**config.mk**
```make
export PLATFORM = sky130hd
export DESIGN_NAME = psum_binarize_pack
export DESIGN_NICKNAME = d
export VERILOG_FILES = /design/src/rtl/psum_binarize_pack.sv
export SDC_FILE = /design/constraint.sdc
export NUM_CORES = 2
export LEC_CHECK = 0
export ABC_CLOCK_PERIOD_IN_PS = 83500
export BUFFER_PORTS_ARGS = -buffer_cell sky130_fd_sc_hd__buf_2
export CAP_MARGIN = 15
export CORE_UTILIZATION = 47
export CTS_CLUSTER_DIAMETER = 50
export DETAILED_ROUTE_END_ITERATION = 7
export PLACE_DENSITY = 0.69
export SLEW_MARGIN = 0
export SYNTH_ARGS = -nofsm -noshare
export SYNTH_HDL_FRONTEND = slang
export SYNTH_SLANG_ARGS = --single-unit
```
**constraint.sdc**
```tcl
create_clock -name clk_in -period 83.5 [get_ports clk_in]
set_input_delay 4.175 -clock clk_in [delete_from_list [all_inputs] [get_ports clk_in]]
set_output_delay 4.175 -clock clk_in [all_outputs]
set_load 0.02 [all_outputs]
```
**src/rtl/psum_binarize_pack.sv**
```systemverilog
// Binarizes popped partial sums against per-channel thresholds and packs the sign bits
// LSB-first into PACK-bit words. Optional build macro SIGN_FLIP_EN adds a per-channel polarity bit.
module psum_binarize_pack #(
    parameter int WIDTH          = 14,
    parameter int O_CH           = 64,
    parameter int OUT_ROW_LENGTH = 4,
    parameter int PACK           = 9
) (
    input  logic             clk_in,
    input  logic             rst_in,
    input  logic             thr_load_in,
    input  logic [WIDTH-1:0] thr_in,
    input  logic             thr_flip_in,
    input  logic             in_valid_in,
    input  logic [WIDTH-1:0] sum_in,
    output logic [PACK-1:0]  word_out,
    output logic             word_valid_out,
    output logic             frame_last_out,
    output logic             err_out
);
    localparam int CW = (O_CH > 1) ? $clog2(O_CH) : 1;
    localparam int PW = (OUT_ROW_LENGTH > 1) ? $clog2(OUT_ROW_LENGTH) : 1;
    localparam int BW = $clog2(PACK + 1);
    localparam logic [CW-1:0] LAST_CH  = CW'(O_CH - 1);
    localparam logic [PW-1:0] LAST_POS = PW'(OUT_ROW_LENGTH - 1);
    localparam logic [BW-1:0] LAST_BIT = BW'(PACK - 1);

    typedef enum logic [1:0] {IDLE, LOAD, RUN} state_t;

    state_t                  state, state_nx;
    logic [CW-1:0]           ld_idx, wr_idx, ch;
    logic [PW-1:0]           pos;
    logic [BW-1:0]           bit_cnt;
    logic [PACK-1:0]         pack, pack_nx;
    logic signed [WIDTH-1:0] thr [O_CH];
    logic                    thr_ready;
    logic                    load_wr, accept, err_set, frame_end, cmp_ge, bin_bit;

`ifdef SIGN_FLIP_EN
    logic flip [O_CH];
    assign bin_bit = flip[ch] ? ~cmp_ge : cmp_ge;
`else
    logic unused_flip;
    assign unused_flip = thr_flip_in;
    assign bin_bit     = cmp_ge;
`endif

    assign cmp_ge    = $signed(sum_in) >= thr[ch];
    assign frame_end = (ch == LAST_CH) && (pos == LAST_POS);
    // a fresh load sequence always begins at entry 0
    assign wr_idx    = (state == IDLE) ? '0 : ld_idx;
    assign pack_nx   = pack | (PACK'(bin_bit) << bit_cnt);
    assign err_set   = (in_valid_in && (!thr_ready || thr_load_in)) ||
                       (thr_load_in && state == RUN);

    always_ff @(posedge clk_in or posedge rst_in) begin
        if (rst_in) state <= IDLE;
        else        state <= state_nx;
    end

    always_comb begin
        state_nx = state;
        load_wr  = 1'b0;
        accept   = 1'b0;
        case (state)
            IDLE: begin
                if (thr_load_in) begin
                    load_wr  = 1'b1;
                    state_nx = LOAD;
                end else if (in_valid_in && thr_ready) begin
                    accept   = 1'b1;
                    state_nx = RUN;
                end
            end
            LOAD: load_wr = thr_load_in;
            RUN:  accept  = in_valid_in && !thr_load_in;
            default: state_nx = IDLE;
        endcase
        if (load_wr && wr_idx == LAST_CH) state_nx = IDLE;
        if (accept && frame_end)          state_nx = IDLE;
    end

    always_ff @(posedge clk_in or posedge rst_in) begin
        if (rst_in) begin
            for (int i = 0; i < O_CH; i++) begin
                thr[i] <= '0;
`ifdef SIGN_FLIP_EN
                flip[i] <= 1'b0;
`endif
            end
            thr_ready      <= 1'b0;
            ld_idx         <= '0;
            ch             <= '0;
            pos            <= '0;
            bit_cnt        <= '0;
            pack           <= '0;
            word_out       <= '0;
            word_valid_out <= 1'b0;
            frame_last_out <= 1'b0;
            err_out        <= 1'b0;
        end else begin
            word_valid_out <= 1'b0;
            frame_last_out <= 1'b0;
            word_out       <= '0;
            if (err_set) err_out <= 1'b1;

            if (load_wr) begin
                thr[wr_idx] <= thr_in;
`ifdef SIGN_FLIP_EN
                flip[wr_idx] <= thr_flip_in;
`endif
                if (wr_idx == LAST_CH) begin
                    ld_idx    <= '0;
                    thr_ready <= 1'b1;
                end else begin
                    ld_idx    <= wr_idx + 1'b1;
                    thr_ready <= 1'b0;
                end
            end

            if (accept) begin
                // the frame's last input flushes a partial word with zero upper bits
                if (frame_end || bit_cnt == LAST_BIT) begin
                    word_out       <= pack_nx;
                    word_valid_out <= 1'b1;
                    frame_last_out <= frame_end;
                    pack           <= '0;
                    bit_cnt        <= '0;
                end else begin
                    pack    <= pack_nx;
                    bit_cnt <= bit_cnt + 1'b1;
                end
                if (pos == LAST_POS) begin
                    pos <= '0;
                    ch  <= frame_end ? '0 : ch + 1'b1;
                end else begin
                    pos <= pos + 1'b1;
                end
            end
        end
    end
endmodule
```
# --- After elaboration in Yosys (flattened, before gate mapping) ---
# Cells that the tools add are included.
classes:
  addsub: 4
  order_cmp: 4
  eq_ne: 8
  shifts: 1
  n_mux: 29
  bitwise: 3
  reduce_logical: 17
op_table:
  columns: ["operator", "count"]
  rows:
  - ["896-bit bitwise mux", 1]
  - ["14-bit binary-select mux with 6-bit select", 1]
  - ["14-bit demux with 6-bit select", 1]
  - ["14-bit two-way mux", 3]
  - ["9-bit two-way mux", 3]
  - ["6-bit two-way mux", 3]
  - ["14-bit >= comparator", 1]
  - ["7-bit >= comparator (second input constant)", 2]
  - ["6-bit inverter with 7-bit output", 2]
  - ["6-bit by 1-bit adder with 6-bit output (second input constant)", 2]
  - ["6-bit equality test (second input constant)", 2]
  - ["2-bit two-way mux", 5]
  - ["9-bit OR", 1]
  - ["1-bit by 4-bit left shift with 9-bit output", 1]
  - ["1-bit logical AND", 8]
  - ["1-bit two-way mux", 8]
  - ["7-bit by 1-bit less-than comparator with 1-bit output (second input constant)", 1]
  - ["5-bit by 2-bit != test with 1-bit output (second input constant)", 1]
  - ["4-bit by 1-bit adder with 4-bit output (second input constant)", 1]
  - ["2-bit equality test (second input constant)", 2]
  - ["4-bit equality test (second input constant)", 1]
  - ["4-bit two-way mux", 1]
  - ["1-bit one-hot mux with 2 select lines", 2]
  - ["2-bit one-hot mux with 2 select lines", 1]
  - ["8 further kinds", 12]
totals:
  register_bits: 938
  in_bits: 33
  out_inout_bits: 12
  elab_cells: 141

# --- Depth between registers and ports, before layout ---
logic_depth:
  depth_word: 9
  ltp_mapped: 16
  depth_no_buf: 13

# --- Worst setup path after synthesis ---
# Ideal clock, no wire load.
synth_path:
  kind: "input -> register"
  start: "input thr_load_in"
  end: "register thr[154] (netlist name)"
  setup_ps: 125
  arrival_time_ps: 5991
  required_ps: 83375
  slack_ps: 77384
  path_stages: 7
  path_buffers: 2
  cell_sequence: "buf_4 -> nand2_1 -> or3_4 -> nor3b_4 -> nand2_4 -> buf_6 -> mux2_4"
synth_between:
  elab_chain_len: 2
synth_rtl:
  columns: ["item", "line_no", "rtl"]
  rows:
  - ["start, declared", "11", "input logic thr_load_in,"]
  - ["1-bit two-way mux", "67", "if (thr_load_in) begin"]
  - ["1-bit one-hot mux with 2 select lines *", "65", "case (state)"]
  - ["end signal, assigned by index", "108", "thr[wr_idx] <= thr_in;"]
  - ["end, declared", "35", "logic signed [WIDTH-1:0] thr [O_CH];"]
# Every way passes the cells marked *; elsewhere a longest branch is shown, timed or not.
# A chain may end at the register's enable or synchronous reset.

==> results.toml <==
[run_status]
status = "complete, no violations"

[clock_tree]
htree_levels = 3
cts_root_buf = "clkbuf_16"
tritoncts = "done"
insertion_delay_ps = 660
holdBufCountCts = 0
cts_made_buffers = 106
path_clk_slew_ps = 60
post_cts_buffers = 0
cts_max_path_buffers = 3
ctsResizeCount = 0
clock_sinks = 938

[timing]
final_max_slew_viol_count = 0
tns_ps = 0
slew_headroom = 0.2094
finalSetupViolations = 0
finalCriticalPeriod_ps = 7951
hold_viol = 0
clock.fmax_mhz = 125.8
skew_ps = 17.64
rsz0062_at_grt = "no"
fin_crit_sh = 0.09522
worstMarginPinSlew_ps = 1179

[worst_hold_path]
min_path_type = "register to register"
worst_hold_path.num_cells = 1

[detailed_routing]
drt_iter0_drc = 1718
remaining_drc_errors = 0
wl_per_cell_um = 26.16
drtAntennaViolNets = 0
vias = 24590
dr.pass1.iters = 5
vias_per_cell = 6.130
drt-total-wl_um = 105000

[grt]
globalRouteOverflowTotal = 0
grt_pass1_vias = 26940
grt_use_met1 = 0.3143
gr-usage-met3 = 0.04042
grt_use_total = 0.2293
grt_util_met2 = 0.3644
antenna_found_initial = 1
grt_max_degree = 197
grt_pass1_wl_um = 163200
busiest_layer = "met2"

[synthesis]
yosys_warnings = 0
synth_nets = 2850
synth_cell_type_count = 53
synth_area_um2 = 43360
synth_common_cells = "938 x dfrtp_1, 770 x mux2_2, 224 x mux4_2, 132 x clkbuf_1, 126 x mux2_4"
seq_area_frac_synth = 0.5413
synth_area_leaders = "dfrtp_1 54%, mux2_2 20%, mux4_2 12%, mux2_4 4.4%, clkbuf_1 1.1%"
ys.flop_type = "dfrtp_1"
synth_most_common_cell = "dfrtp_1"
syn_avg_cell_area_um2 = 15.51
synth_top_area_frac = 0.5413
async_flop_share = 1.000
synth_largest_area_cell = "dfrtp_1"
syn_inst = 2795
synth-edff-count = 0
ys_ff_latch = 938

[finish]
syn_to_final_growth_pct = 10.76
fin_util = 0.5247
insertedDiodeCount = 0
fin_nets = 2798
drive_gt1_frac = 0.5071

[power_and_ir_drop]
p_leak_nw = 23.11
seq_power_share = 0.438
p_sw_frac = 0.2689
p_int_w = 0.0008431
clock_power_share = 0.407
combPwrFrac = 0.155
vdd.ir_drop.worst_mv = 0.01778
p_switching_w = 0.0003100
pwr_density_cell_nw_per_um2 = 24.01

[worst_setup_path]
ff2ff_path_depth = 15
crit_fanout = 139
crit_required_ps = 84160
path_cells = "buf_2 > inv_8 > buf_4 > buf_4 > buf_4 > buf_4"
crit_path_end_kind = "asynchronous set/reset pin"
critPathLaunchType = "primary input"
cp.depth = 6
crit_top_cell = "buf_4"
cpLargestDelayFamily = "buffers and inverters"
crit_arrival_ps = 8610
critPathKind = "primary input to asynchronous set/reset pin"
critPathSlowestCell = "buf_4"
slowest_delay_ps = 890
cp_num_buf_inv = 6

[place]
gpl.final_weighted_congestion = 0.8736
dp_hpwl_um = 63070
port_buffers = 43

[die]
die_w_um = 305.7
initial_core_util = 0.4738
num_rows = 111
die_y_um = 305.7
core-area_um2 = 91520
ios = 45
dieArea_um2 = 93470

[flow_run]
drv_cap = 0
sequential cells by signal (all words and copies together), names as in the netlist:
name,flops
pos,2
err_out,1
ch,6
word_valid_out,1
thr,896
frame_last_out,1
thr_ready,1
state,2
ld_idx,6
pack,9
word_out,9
bit_cnt,4
through the flow:
step	setup WS (ps)	instances	total power (W)	hold WS [ps]	instance area, µm²
CTS	75390	4007	0.001162	475.2	47940
global route	74810	4012	0.001199	505.3	48020
finish	75550	4012	0.001153	472.1	48020
floorplan	52950	2795	0.0006376	448.8	43360
global placement	74980	3816	0.0006828	457.8	44370
detailed placement	74680	3816	0.0006905	459.9	44370
final timing paths:
path	startpoint	endpoint	slack (ps)
max	rst_in	thr[576]	75550
min	err_out	err_out	470
max reg2reg	ch[0]	pack[8]	76540
min reg2reg	err_out	err_out	470
max in group clk_in	ch[0]	pack[8]	76540
min in group asynchronous	rst_in	word_out[1]	3680
worst reg2reg max path: stages (launching register included):
cell and delay [ps]:
dfrtp_4 890, buf_12 560, buf_4 840, mux4_2 650
o22ai_1 170, nor2_1 130, a21oi_1 390, nor3_1 170
nor3_1 530, ha_1 360, and4_1 210, o21ai_0 80
a311oi_1 130, o31ai_2 970, a211oi_1 430, a32o_1 340
cell type report:
cell class | count | area [µm²]
well taps | 1186 | 1484
clock buffers | 151 | 3054
clock inverters | 40 | 523.0
fillers | 7231 | 43500
flip-flops and latches | 938 | 23480
repair buffers | 102 | 740.7
inverters | 7 | 33.78
multi-input cells | 1588 | 18710
power groups by stage:
stage	logic, W	clock network, W	registers [W]
2_1_floorplan	0.000136	0	0.000502
3_3_place_gp	0.000174	0	0.000509
3_5_place_dp	0.000178	0	0.000512
4_1_cts	0.000179	0.000479	0.000504
5_1_grt	0.000192	0.000498	0.000508
6_report	0.000178	0.000470	0.000505
kinds of logic after synthesis:
logic type	after synthesis	share of synthesized area
compound gates	209	0.03411
fa+ha+maj	22	0.006348
simple gates	231	0.02863
flops	938	0.5413
buf+inv	269	0.02837
mux	1122	0.3604
xor+xnor	4	0.0008081
cells in the final DEF (no fill, tap or decap), types with 3 or more instances in the layout:
master	synthesis	final
nor3_1	35	35
clkinvlp_4	0	11
clkinv_4	0	3
a221oi_1	20	20
a32o_1	9	9
ha_1	22	22
nor3_2	3	3
buf_12	0	6
nor2b_1	10	8
clkbuf_1	132	24
buf_4	1	51
dfrtp_1	938	936
clkbuf_16	0	108
inv_6	0	5
inv_1	7	6
a21o_1	5	5
a22o_1	29	29
nor2_2	0	9
bufinv_16	0	9
nor2_1	61	51
mux2_2	770	770
o22ai_1	31	31
o32ai_1	3	3
nand2_1	53	53
mux2_4	126	126
mux4_2	224	224
or2_2	3	3
nand2b_1	11	11
o21ai_0	15	15
nand3_1	12	12
clkinv_2	0	8
a21oi_1	43	43
clkbuf_8	0	19
a22oi_1	44	44
nand4_1	7	7
and3_1	4	4
nand2_4	16	16
o31ai_1	4	3
clkinv_8	0	3
buf_2	71	43
routing by layer:
metal | vias to the layer above | part of all wire | wire [µm]
met3 | 209 | 0.054 | 5638
met5 | - | 0 | 0
met4 | 0 | 0.035 | 3696
met1 | 13360 | 0.43 | 45330
met2 | 684 | 0.48 | 50300
li1 | 10340 | - | -
Power figures use the tool's default switching activity.
